--- src/rtl/pwm_pkg.sv ---
// Shared PWM helpers: counter width derivation and the clamp / step-toward-target math.
// Also used by the servo engine so both ramp identically.
package pwm_pkg;

  function automatic int pwm_cnt_w(input int period);
    return $clog2(period + 1);
  endfunction

  function automatic int unsigned pwm_clamp(input int unsigned v, input int unsigned lim);
    return (v > lim) ? lim : v;
  endfunction

  // Widened arithmetic keeps duty+step from wrapping and duty-step from underflowing.
  function automatic int unsigned pwm_step_toward(input int unsigned duty,
                                                  input int unsigned target,
                                                  input int unsigned step);
    if (step == 0)
      return target;
    if (duty < target)
      return pwm_clamp(duty + step, target);
    if (duty > target)
      return ((duty - target) > step) ? (duty - step) : target;
    return duty;
  endfunction

endpackage

--- src/rtl/pwm_ramp_channel.sv ---
// One PWM channel: target/step config, wrap-time duty ramp and registered compare output.
// Output is one cycle behind the shared counter; config writes are always accepted.
module pwm_ramp_channel
  import pwm_pkg::*;
#(
  parameter int PERIOD = 1250,
  parameter int CNT_W  = pwm_cnt_w(PERIOD)
) (
  input  logic             i_clk,
  input  logic             i_reset,
  input  logic             i_enable,
  input  logic             i_wrap,
  input  logic             i_wr,
  input  logic [CNT_W-1:0] i_cnt,
  input  logic [CNT_W-1:0] i_target,
  input  logic [CNT_W-1:0] i_step,
  output logic             o_pwm,
  output logic             o_done
);

  logic [CNT_W-1:0] r_target;
  logic [CNT_W-1:0] r_step;
  logic [CNT_W-1:0] r_duty;
  logic             r_pwm;
  logic [CNT_W-1:0] w_target_clamped;
  logic [CNT_W-1:0] w_duty_next;

  assign w_target_clamped = CNT_W'(pwm_clamp(32'(i_target), PERIOD));
  assign w_duty_next      = CNT_W'(pwm_step_toward(32'(r_duty), 32'(r_target), 32'(r_step)));

  // Duty only moves on a wrap, so a period is never cut short by a mid-period write.
  always_ff @(posedge i_clk) begin
    if (i_reset) begin
      r_target <= '0;
      r_step   <= '0;
      r_duty   <= '0;
      r_pwm    <= 1'b0;
    end else begin
      if (i_wr) begin
        r_target <= w_target_clamped;
        r_step   <= i_step;
      end
      if (i_wrap)
        r_duty <= w_duty_next;
      r_pwm <= i_enable && (i_cnt < r_duty);
    end
  end

  assign o_pwm  = r_pwm;
  assign o_done = (r_duty == r_target);

endmodule

--- src/rtl/pwm_ramp_multi.sv ---
// N-channel ramping PWM engine on one shared free-running period counter.
// pwm_out lags the counter by one cycle; cfg writes are accepted every cycle (no backpressure).
module pwm_ramp_multi
  import pwm_pkg::*;
#(
  parameter int N_CH   = 3,
  parameter int PERIOD = 1250,
  parameter int CNT_W  = pwm_cnt_w(PERIOD),
  parameter int CH_W   = (N_CH > 1) ? $clog2(N_CH) : 1
) (
  input  logic             clk,
  input  logic             reset,
  input  logic             enable,
  input  logic             cfg_wr,
  input  logic [CH_W-1:0]  cfg_ch,
  input  logic [CNT_W-1:0] cfg_target,
  input  logic [CNT_W-1:0] cfg_step,
  output logic [N_CH-1:0]  pwm_out,
  output logic             period_tick,
  output logic [N_CH-1:0]  ramp_done
);

  logic [CNT_W-1:0] r_cnt;
  logic             r_tick;
  logic             w_wrap;
  logic [N_CH-1:0]  w_wr;

  assign w_wrap = enable && (r_cnt == CNT_W'(PERIOD - 1));

  always_ff @(posedge clk) begin
    if (reset) begin
      r_cnt  <= '0;
      r_tick <= 1'b0;
    end else begin
      r_tick <= w_wrap;
      if (!enable || w_wrap)
        r_cnt <= '0;
      else
        r_cnt <= r_cnt + CNT_W'(1);
    end
  end

  assign period_tick = r_tick;

  // Out-of-range channel indices match no instance and are dropped.
  for (genvar g = 0; g < N_CH; g++) begin : g_ch
    assign w_wr[g] = cfg_wr && (32'(cfg_ch) == g);

    pwm_ramp_channel #(
      .PERIOD (PERIOD),
      .CNT_W  (CNT_W)
    ) u_ch (
      .i_clk    (clk),
      .i_reset  (reset),
      .i_enable (enable),
      .i_wrap   (w_wrap),
      .i_wr     (w_wr[g]),
      .i_cnt    (r_cnt),
      .i_target (cfg_target),
      .i_step   (cfg_step),
      .o_pwm    (pwm_out[g]),
      .o_done   (ramp_done[g])
    );
  end

endmodule
--- config.mk ---
export PLATFORM = sky130hd
export DESIGN_NAME = pwm_ramp_multi
export DESIGN_NICKNAME = d
export VERILOG_FILES = /design/src/rtl/pwm_pkg.sv /design/src/rtl/pwm_ramp_channel.sv /design/src/rtl/pwm_ramp_multi.sv
export SDC_FILE = /design/constraint.sdc
export NUM_CORES = 1
export LEC_CHECK = 0
export CAP_MARGIN = 20
export CORE_MARGIN = 4
export CORE_UTILIZATION = 25
export DETAILED_ROUTE_END_ITERATION = 12
export PLACE_DENSITY = 0.5
export SLEW_MARGIN = 40
export SYNTH_ARGS = -nofsm -noshare
export SYNTH_HDL_FRONTEND = slang
export SYNTH_SLANG_ARGS = --single-unit
--- constraint.sdc ---
create_clock -name clk -period 6.3 [get_ports clk]
set_clock_uncertainty 0.2 [all_clocks]
set_input_delay 1.26 -clock clk [delete_from_list [all_inputs] [get_ports clk]]
set_output_delay 1.26 -clock clk [all_outputs]
set_load 0.01 [all_outputs]
==> results.sh, run 1 <==
export IMPL_insertion_delay_ns=0.42
export IMPL_finalPower_uw=2490
export IMPL_htree_num_levels=4
export IMPL_setup_violations=0
export IMPL_cts_tree="built"
export IMPL_leakage_uw=0.00536
export IMPL_setup_ws_ns=1.29
export IMPL_ir_worst_vdd_mv=0.175
export IMPL_syn_nets=1810
export IMPL_start_util_pct=25.2
export IMPL_crit_path_end_kind="flop"
export IMPL_numCtsBuffers=17
export IMPL_rows=80
export IMPL_drt_iter0_markers=896
export IMPL_relSlewSlack_pct=45.1
export IMPL_synth_top_flop_cell="dfxtp_1"
export IMPL_worstPathCellList="inv_1 > ha_1 > nor2b_1 > o31a_1 > o41ai_1 > inv_1 > a21oi_1 > o21bai_1 > a21oi_1 > xnor2_1 > ha_1 > and3_1 > a211oi_1 > o21ai_0 > o22ai_1 > nand2_1 > and2_1 > a221oi_1 > o32ai_1"
export IMPL_max_freq_mhz=199
export IMPL_hold_path_depth=2
export IMPL_die_h_um=227
export IMPL_power_density_nw_per_um2=185
export IMPL_path_class="flop to flop"
export IMPL_syn_inst=1579
export IMPL_hold_buffers=0
export IMPL_layout_drive_gt1_share_pct=4.84
export IMPL_finalMaxSlewViolations=0
export IMPL_placed_cell_area_um2=12900
export IMPL_fin_cells=2209
export IMPL_worst_slew_pin_slew_ns=0.824
export IMPL_dieWidth_um=227
export IMPL_ys_ff_latch=114
export IMPL_fillers=5234
export IMPL_synth_cell_types=92
export IMPL_grt_overflow_total=0
export IMPL_cts_resized=0
export IMPL_vias_per_cell=5.17
export IMPL_cpPeakStageDelay_ns=0.46
export IMPL_io_pins=35
export IMPL_postLayoutCellArea_um2=13500
export IMPL_arrival_ns=5.08
export IMPL_path_max_fanout=13
export IMPL_rsz0062_at_grt="false"
export IMPL_syn_to_final_growth_pct=12.3
export IMPL_crit_slowest_cell="nand2_1"
export IMPL_ys_seq_area_share_pct=19.0
export IMPL_port_buffers=34
export IMPL_post_route_min_period_ns=5.01
export IMPL_dp_cells=2174
export IMPL_root_buffer="clkbuf_16"
export IMPL_grtUsageTotal_pct=15.6
export IMPL_ys_async_sr_fraction_pct=0
export IMPL_finalWeightedCongestion=0.886
export IMPL_synth_edf_count=0
export IMPL_antenna_found_initial=2
export IMPL_crit_required_ns=6.37
export IMPL_num_vias=11426
export IMPL_core_um2=47600
export IMPL_reg2reg_depth=19
export IMPL_cts_sinks=114
export IMPL_die_area_um2=51700
export IMPL_grt_max_degree=88
export IMPL_ys_warn_count=0
export IMPL_wire_per_inst_um=18.4
export IMPL_tns_ns=0
export IMPL_dp_hpwl_um=33000
export IMPL_clkSlewWorstSetupHoldPaths_ns=0.05
export IMPL_syn_area_per_cell_um2=7.61
export IMPL_syn_area_um2=12000
export IMPL_drv_cap=0
export IMPL_grt_pass1_vias=10857
export IMPL_fin_crit_sh_pct=79.6
export IMPL_drc=0
export IMPL_run_status="complete, no violations"
export IMPL_routed_wl_um=40600
export IMPL_final_nets=1811
export IMPL_place_ws_ns=1.17
export IMPL_grt_pass1_wl_um=63100
export IMPL_postCtsSetupBuffers=0
export IMPL_clock_path_buffers=2
export IMPL_hp_class="flop to flop"
export IMPL_antenna_left=0
export IMPL_dr_pass1_iters=5
export IMPL_hold_violations=0
export IMPL_start_kind="flop"
## power by group
group	internal, µW	switching (µW)
clock network	597	324
registers	737	24.6
logic	309	500
total	1640	849
## layout by cell type (no fill, tap or decap), types with 9 or more instances in the layout
cell and instances:
a21o_1 21, nand3_1 26, o31ai_1 10, clkdlybuf4s50_1 33
a221oi_1 15, nand2b_1 21, o31a_1 13, o211ai_1 9
and3_1 12, nand2_1 165, a31oi_1 19, o21a_1 26
o21bai_1 9, nand4_1 20, ha_1 194, xor2_1 20
a211oi_1 33, fa_1 9, nor4_1 9, or3_1 13
xnor2_1 52, nor2b_1 23, dfxtp_1 114, inv_1 144
a21oi_1 152, clkbuf_16 17, o2111ai_1 10, mux2i_1 13
or2_2 10, nor3_1 48, nor2_1 141, o21ai_0 60
## registers in the layout, indices dropped and copies added, names as in the netlist
signal	flops
g_ch.u_ch.r_duty	33
g_ch.u_ch.r_step	33
g_ch.u_ch.r_target	33
r_cnt	11
g_ch.u_ch.o_pwm	3
period_tick	1
## final cells by class
| type | instances | area (µm²) | share of cell area [%] |
|---|---|---|---|
| clock buffer | 25 | 475 | 3.52 |
| antenna | 2 | 5.00 | 0.0371 |
| tap | 615 | 769 | 5.70 |
| inverter | 145 | 544 | 4.03 |
| multi-input combinational | 1263 | 8960 | 66.4 |
| timing repair buffer | 39 | 387 | 2.86 |
| sequential | 114 | 2280 | 16.9 |
| clock inverter | 6 | 80.1 | 0.593 |
## path summary, 6_finish.rpt
| kind | from | endpoint | slack [ns] |
|---|---|---|---|
| setup / recovery | g_ch[2].u_ch.r_target[1] | g_ch[2].u_ch.r_duty[1] | 1.29 |
| hold / removal | g_ch[0].u_ch.r_target[8] | g_ch[0].u_ch.r_target[8] | 0.26 |
| setup reg to reg | g_ch[2].u_ch.r_target[1] | g_ch[2].u_ch.r_duty[1] | 1.29 |
| hold reg to reg | g_ch[0].u_ch.r_target[8] | g_ch[0].u_ch.r_target[8] | 0.26 |
## critical path: cells and delay by family, from the launching register on
family          cells  cell delay (ns)
compound gates     10             2.17
simple gates        4             1.14
fa+ha+maj           2             0.58
flops               1             0.42
buf+inv             2             0.20
xor+xnor            1             0.14
## through the flow
step                hold WS, ns  util, %
floorplan                 0.236        -
global placement          0.250     27.1
detailed placement        0.259     27.1
CTS                       0.266     28.3
global route              0.294     28.3
finish                    0.263     28.3
## cells in the mapped netlist (all sizes together), types with 10 or more instances
library cell | n | area [µm²]
o2111ai | 10 | 87.6
nand3 | 27 | 140
a21oi | 152 | 761
a21o | 21 | 158
mux2i | 13 | 130
xnor2 | 52 | 455
dfxtp | 114 | 2280
buf | 26 | 146
nor2 | 141 | 529
o31a | 13 | 114
nand2b | 21 | 131
nand4 | 20 | 125
a221oi | 15 | 131
or2 | 12 | 77.6
ha | 194 | 2430
xor2 | 20 | 175
nor2b | 24 | 153
o31ai | 12 | 109
inv | 145 | 544
nand2 | 166 | 626
a211oi | 37 | 305
and3 | 12 | 75.1
nor3 | 53 | 282
o21ai | 64 | 328
clkbuf | 31 | 116
or3 | 13 | 81.3
a31oi | 21 | 153
o21a | 26 | 195
## metal layers
layer	vias up	routed length [µm]	track usage, %
met5	-	0	0
met2	277	17300	23.5
met1	5425	20700	23.2
met3	50	1910	2.67
li1	5674	-	-
met4	0	685	3.86
## cell families after synthesis
| logic type | Yosys count | synth area share [%] |
|---|---|---|
| buffers and inverters | 202 | 6.71 |
| DFF | 114 | 19.0 |
| muxes | 17 | 1.46 |
| and+or+nand+nor | 524 | 20.7 |
| AOI/OAI and AO/OA | 447 | 25.2 |
| xor gates and xnor gates | 72 | 5.24 |
| adders and majority gates | 203 | 21.7 |
(Power assumes the default switching activity.)
==> inputs of run 2 (changes only) <==
==> constraint.sdc (replaced) <==
create_clock -name clk -period 5.15 [get_ports clk]
set_clock_uncertainty 0.2 [all_clocks]
set_input_delay 1.03 -clock clk [delete_from_list [all_inputs] [get_ports clk]]
set_output_delay 1.03 -clock clk [all_outputs]
set_load 0.01 [all_outputs]
==> results.sh, run 2 (synthesis gave the netlist of run 1 again) <==
export IMPL_worstPathCellList="inv_1 > ha_1 > nor3_1 > o21ai_0 > and3_1 > o31ai_1 > a21oi_1 > xnor2_1 > inv_1 > ha_1 > a211oi_1 > o211ai_1 > o311ai_0 > a21oi_1 > a211oi_4 > buf_4 > mux2_2 > a221oi_1 > nor4_1"
export IMPL_multiInputGateArea_um2=8970
export IMPL_layout_drive_gt1_share_pct=6.17
export IMPL_path_buf_inv=3
export IMPL_grt_max_degree=87
export IMPL_numCtsBuffers=17
export IMPL_reg2reg_depth=19
export IMPL_reg_largest_list="g_ch.u_ch.r_duty: 33 flops, g_ch.u_ch.r_step: 33 flops, g_ch.u_ch.r_target: 33 flops"
export IMPL_clkSlewWorstSetupHoldPaths_ns=0.05
export IMPL_seqCellArea_um2=2280
export IMPL_crit_required_ns=5.22
export IMPL_hold_buffers=0
export IMPL_fin_cells=2221
export IMPL_drc=0
export IMPL_wire_per_inst_um=18.6
export IMPL_start_util_pct=25.2
export IMPL_crit_path_end_kind="flop"
export IMPL_drv_cap=0
export IMPL_relSlewSlack_pct=46.4
export IMPL_arrival_ns=4.89
export IMPL_leakage_uw=0.00544
export IMPL_clock_path_buffers=2
export IMPL_start_kind="flop"
export IMPL_grt_overflow_total=0
export IMPL_path_class="flop to flop"
export IMPL_hp_class="flop to flop"
export IMPL_num_vias=11521
export IMPL_grtUsageTotal_pct=15.8
export IMPL_hold_violations=0
export IMPL_routed_wl_um=41300
export IMPL_finalMaxSlewViolations=0
export IMPL_htree_num_levels=4
export IMPL_worstReg2RegEnd="g_ch[2].u_ch.r_duty[7]"
export IMPL_finalPower_uw=3080
export IMPL_path_delay_family="compound AO/OA/AOI/OAI gates"
export IMPL_ir_worst_vdd_mv=0.216
export IMPL_dr_pass1_iters=7
export IMPL_cts_tree="built"
export IMPL_final_common_cell="ha_1"
export IMPL_grt_pass1_wl_um=63400
export IMPL_reg2reg_slack_ns=0.33
export IMPL_die_h_um=227
export IMPL_syn_to_final_growth_pct=13.3
export IMPL_antenna_left=0
export IMPL_run_status="complete, no violations"
export IMPL_tns_ns=0
export IMPL_insertion_delay_ns=0.42
export IMPL_vias_per_cell=5.19
export IMPL_cpPeakStageDelay_ns=0.44
export IMPL_hold_ws_ns=0.259
export IMPL_power_density_nw_per_um2=226
export IMPL_port_buffers=34
export IMPL_max_freq_mhz=207
export IMPL_root_buffer="clkbuf_16"
export IMPL_path_max_fanout=10
export IMPL_dieWidth_um=227
export IMPL_core_um2=47600
export IMPL_die_area_um2=51700
export IMPL_rr_startpoint="g_ch[2].u_ch.r_step[3]"
export IMPL_cts_sinks=114
export IMPL_finalWeightedCongestion=0.899
export IMPL_setup_violations=0
export IMPL_dp_cells=2188
export IMPL_hold_path_depth=2
export IMPL_rsz0062_at_grt="false"
export IMPL_fin_crit_sh_pct=93.6
export IMPL_antenna_found_initial=0
export IMPL_hold_end="g_ch[0].u_ch.r_target[8]"
export IMPL_grt_pass1_vias=10875
export IMPL_hp_start="g_ch[0].u_ch.r_target[8]"
export IMPL_final_nets=1825
export IMPL_crit_slowest_cell="dfxtp_1"
export IMPL_dp_hpwl_um=33800
export IMPL_io_pins=35
export IMPL_post_route_min_period_ns=4.82
export IMPL_drt_iter0_markers=924
export IMPL_rows=80
export IMPL_worst_slew_pin_slew_ns=0.803
export IMPL_layout_common_cells="ha_1, nand2_1, a21oi_1"
export IMPL_fillers=5219
-- run 2: cell types whose count changed in the layout (fill, tap and decap cells not counted), sizes merged --
cell / previous run / this run
buf: 6 / 20
diode: 2 / 1
bufinv: 2 / 1
-- run 2: worst max-delay path by stage --
stage	endpoint	from	depth (start not counted)
CTS	g_ch[2].u_ch.r_duty[5]	g_ch[2].u_ch.r_step[3]	17
floorplan	g_ch[2].u_ch.r_duty[1]	g_ch[2].u_ch.r_target[2]	20
finish	g_ch[2].u_ch.r_duty[7]	g_ch[2].u_ch.r_step[3]	19
global placement	g_ch[2].u_ch.r_duty[5]	g_ch[2].u_ch.r_step[3]	17
detailed placement	g_ch[2].u_ch.r_duty[5]	g_ch[2].u_ch.r_step[3]	17
global route	g_ch[2].u_ch.r_duty[7]	g_ch[2].u_ch.r_step[3]	19
-- run 2: area by class of cell --
cell class	count	share of cell area (%)
clock inverters	5	0.367
repair buffers	53	3.55
diodes	1	0.0184
inverters	145	4.00
multi-input cells	1263	65.9
clock buffers	25	3.78
well taps	615	5.65
flip-flops and latches	114	16.8
-- run 2: timing repair --
item                       CTS  global route
setup endpoints to repair    0             6
buffers inserted             0             1
gates resized for setup      0             5
-- run 2: power by group --
group,switching [µW],internal (µW),total (µW)
clock,404,730,1130
sequential,29.5,902,931
combinational,619,398,1020
total,1050,2030,3080
-- run 2: through the flow --
stage          util, %  worst slack (ns)  instance area [µm²]
2_1_floorplan        -             0.952                12000
3_3_place_gp      27.3             0.348                13000
3_5_place_dp      27.3             0.342                13000
4_1_cts           28.5             0.324                13600
5_1_grt           28.6            0.0621                13600
6_report          28.6             0.328                13600
-- run 2: layer usage --
layer / global-route usage [%] / vias up / wire length [µm]
met5: 0 / - / 0
met4: 3.28 / 0 / 628
met3: 2.89 / 47 / 2220
met2: 24.8 / 322 / 18200
li1: - / 5699 / -
met1: 22.7 / 5453 / 20300
-- run 2: worst reg2reg max path: cells and delay by family (launching register included) --
kind                       cells  cell delay (ns)
DFF                            1             0.44
muxes                          1             0.33
adders and majority gates      2             0.63
and+or+nand+nor                3             0.52
AOI/OAI and AO/OA              9             1.95
buffers and inverters          3             0.39
xor gates and xnor gates       1             0.23
==> inputs of run 3 (changes only) <==
--- a/config.mk
+++ b/config.mk
@@ -9,8 +9,8 @@
 export CORE_MARGIN = 4
 export CORE_UTILIZATION = 25
 export DETAILED_ROUTE_END_ITERATION = 12
-export PLACE_DENSITY = 0.5
-export SLEW_MARGIN = 40
+export PLACE_DENSITY = 0.37
+export SKIP_LAST_GASP = 1
 export SYNTH_ARGS = -nofsm -noshare
 export SYNTH_HDL_FRONTEND = slang
 export SYNTH_SLANG_ARGS = --single-unit
==> results.sh, run 3 (synthesis gave the netlist of run 1 again) <==
export IMPL_die_area_um2=51700
export IMPL_arrival_ns=4.87
export IMPL_worst_slew_pin_slew_ns=1.01
export IMPL_postLayoutCellArea_um2=13700
export IMPL_rr_startpoint="g_ch[2].u_ch.r_step[2]"
export IMPL_crit_required_ns=5.24
export IMPL_worstReg2RegEnd="g_ch[2].u_ch.r_duty[5]"
export IMPL_power_density_nw_per_um2=226
export IMPL_finalWeightedCongestion=0.864
export IMPL_drc=0
export IMPL_antenna_found_initial=0
export IMPL_finalPower_uw=3100
export IMPL_p_sw_uw=1110
export IMPL_start_kind="flop"
export IMPL_p_seq_share_pct=29.9
export IMPL_grt_overflow_total=0
export IMPL_run_status="complete, no violations"
export IMPL_syn_to_final_growth_pct=14.1
export IMPL_relSlewSlack_pct=32.0
export IMPL_fin_crit_sh_pct=92.9
export IMPL_hold_path_depth=2
export IMPL_cts_tree="built"
export IMPL_routed_wl_um=46600
export IMPL_comb_power_share_pct=34.5
export IMPL_reg_largest_list="g_ch.u_ch.r_duty: 33 flops, g_ch.u_ch.r_step: 33 flops, g_ch.u_ch.r_target: 33 flops"
export IMPL_final_nets=1842
export IMPL_path_max_fanout=12
export IMPL_finalMaxSlewViolations=0
export IMPL_io_pins=35
export IMPL_cts_sinks=114
export IMPL_clock_path_buffers=2
export IMPL_p_sw_share_pct=35.7
export IMPL_dp_hpwl_um=38500
export IMPL_port_buffers=34
export IMPL_hp_class="flop to flop"
export IMPL_wire_per_inst_um=20.8
export IMPL_die_h_um=227
export IMPL_postCtsSetupBuffers=0
export IMPL_hp_start="g_ch[0].u_ch.r_target[8]"
export IMPL_max_freq_mhz=209
export IMPL_vias_per_cell=5.11
export IMPL_final_common_cell="ha_1"
export IMPL_reg2reg_depth=17
export IMPL_hold_violations=0
export IMPL_dieWidth_um=227
export IMPL_grt_max_degree=58
export IMPL_core_um2=47600
export IMPL_root_buffer="clkbuf_16"
export IMPL_htree_num_levels=4
export IMPL_p_clk_share_pct=35.5
export IMPL_ir_worst_vdd_mv=0.217
export IMPL_antenna_left=0
export IMPL_layout_common_cells="ha_1, nand2_1, a21oi_1"
export IMPL_reg2reg_slack_ns=0.37
export IMPL_grt_pass1_wl_um=71200
export IMPL_num_vias=11437
export IMPL_dr_pass1_iters=5
export IMPL_hold_end="g_ch[0].u_ch.r_target[8]"
export IMPL_final_core_util_pct=28.8
export IMPL_crit_path_end_kind="flop"
export IMPL_post_route_min_period_ns=4.78
export IMPL_internal_power_uw=2000
export IMPL_start_util_pct=25.2
export IMPL_clkSlewWorstSetupHoldPaths_ns=0.05
export IMPL_drv_cap=0
export IMPL_rsz0062_at_grt="true"
export IMPL_drt_iter0_markers=819
export IMPL_fillers=5239
export IMPL_diodes=0
export IMPL_placed_cell_area_um2=13100
export IMPL_setup_violations=0
export IMPL_rows=80
export IMPL_grt_pass1_vias=11311
export IMPL_leakage_uw=0.00552
export IMPL_path_class="flop to flop"
export IMPL_insertion_delay_ns=0.43
export IMPL_layout_drive_gt1_share_pct=7.02
export IMPL_grtUsageTotal_pct=18.2
export IMPL_numCtsBuffers=17
## run 3: cell types whose count changed in the layout (fill, tap and decap cells not counted), sizes merged
| cell | delta |
|---|---|
| bufinv | -1 |
| buf | +17 |
| diode | -1 |
| clkbuf | +2 |
| clkinv | +1 |
## run 3: worst max path at each step
stage	start	end	cells past startpoint
2_1_floorplan	g_ch[2].u_ch.r_target[2]	g_ch[2].u_ch.r_duty[1]	20
3_3_place_gp	g_ch[1].u_ch.r_duty[1]	g_ch[1].u_ch.r_duty[0]	17
4_1_cts	g_ch[1].u_ch.r_duty[1]	g_ch[1].u_ch.r_duty[3]	18
3_5_place_dp	g_ch[1].u_ch.r_duty[1]	g_ch[1].u_ch.r_duty[3]	18
5_1_grt	g_ch[2].u_ch.r_target[2]	g_ch[2].u_ch.r_duty[1]	19
6_report	g_ch[2].u_ch.r_step[2]	g_ch[2].u_ch.r_duty[5]	17
## run 3: layer usage
metal / GRT usage, % / routed length [µm]
met1: 26.3 / 23200
met2: 29.1 / 21000
met3: 2.40 / 1650
met4: 4.00 / 771
met5: 0 / 0
## run 3: power groups by stage
| stage | registers (µW) | logic [µW] | clock network (µW) |
|---|---|---|---|
| after global routing | 930 | 1180 | 1170 |
| after global placement | 947 | 1060 | 0 |
| final | 928 | 1070 | 1100 |
| after floorplan | 935 | 706 | 0 |
| after detailed placement | 948 | 1050 | 0 |
| after CTS | 929 | 1050 | 1130 |
## run 3: cell type report
cell class	count	area, µm²	share of cell area [%]
Tap cell	615	769	5.61
Inverter	145	544	3.97
Clock buffer	27	513	3.74
Sequential cell	114	2280	16.6
Timing Repair Buffer	70	619	4.51
Clock inverter	5	25.0	0.182
Multi-Input combinational cell	1263	8970	65.4
## run 3: stage by stage
stage	setup WS, ns	instances	setup TNS, ns	hold WS (ns)
2_1_floorplan	0.952	1579	0	0.236
5_1_grt	-0.0312	2239	-0.0312	0.301
4_1_cts	0.207	2238	0	0.262
3_3_place_gp	0.165	2206	0	0.249
3_5_place_dp	0.237	2206	0	0.255
6_report	0.366	2239	0	0.268
## run 3: repair_timing
item	in CTS	in global routing
endpoints found under the setup margin	0	12
hold buffers	0	0
resized for setup	0	10
## run 3: worst max-delay path, cell delays in order, from the launching register on
cell,delay (ns)
dfxtp_1,0.44
inv_1,0.11
ha_1,0.40
nor3_1,0.19
o21ai_0,0.17
and3_1,0.23
nor3_1,0.41
nor2_1,0.14
ha_1,0.34
a211oi_1,0.25
o211ai_1,0.13
o311ai_1,0.33
a21oi_2,0.14
a211oi_4,0.37
buf_6,0.23
mux2_2,0.34
o22ai_1,0.13
o22ai_1,0.08
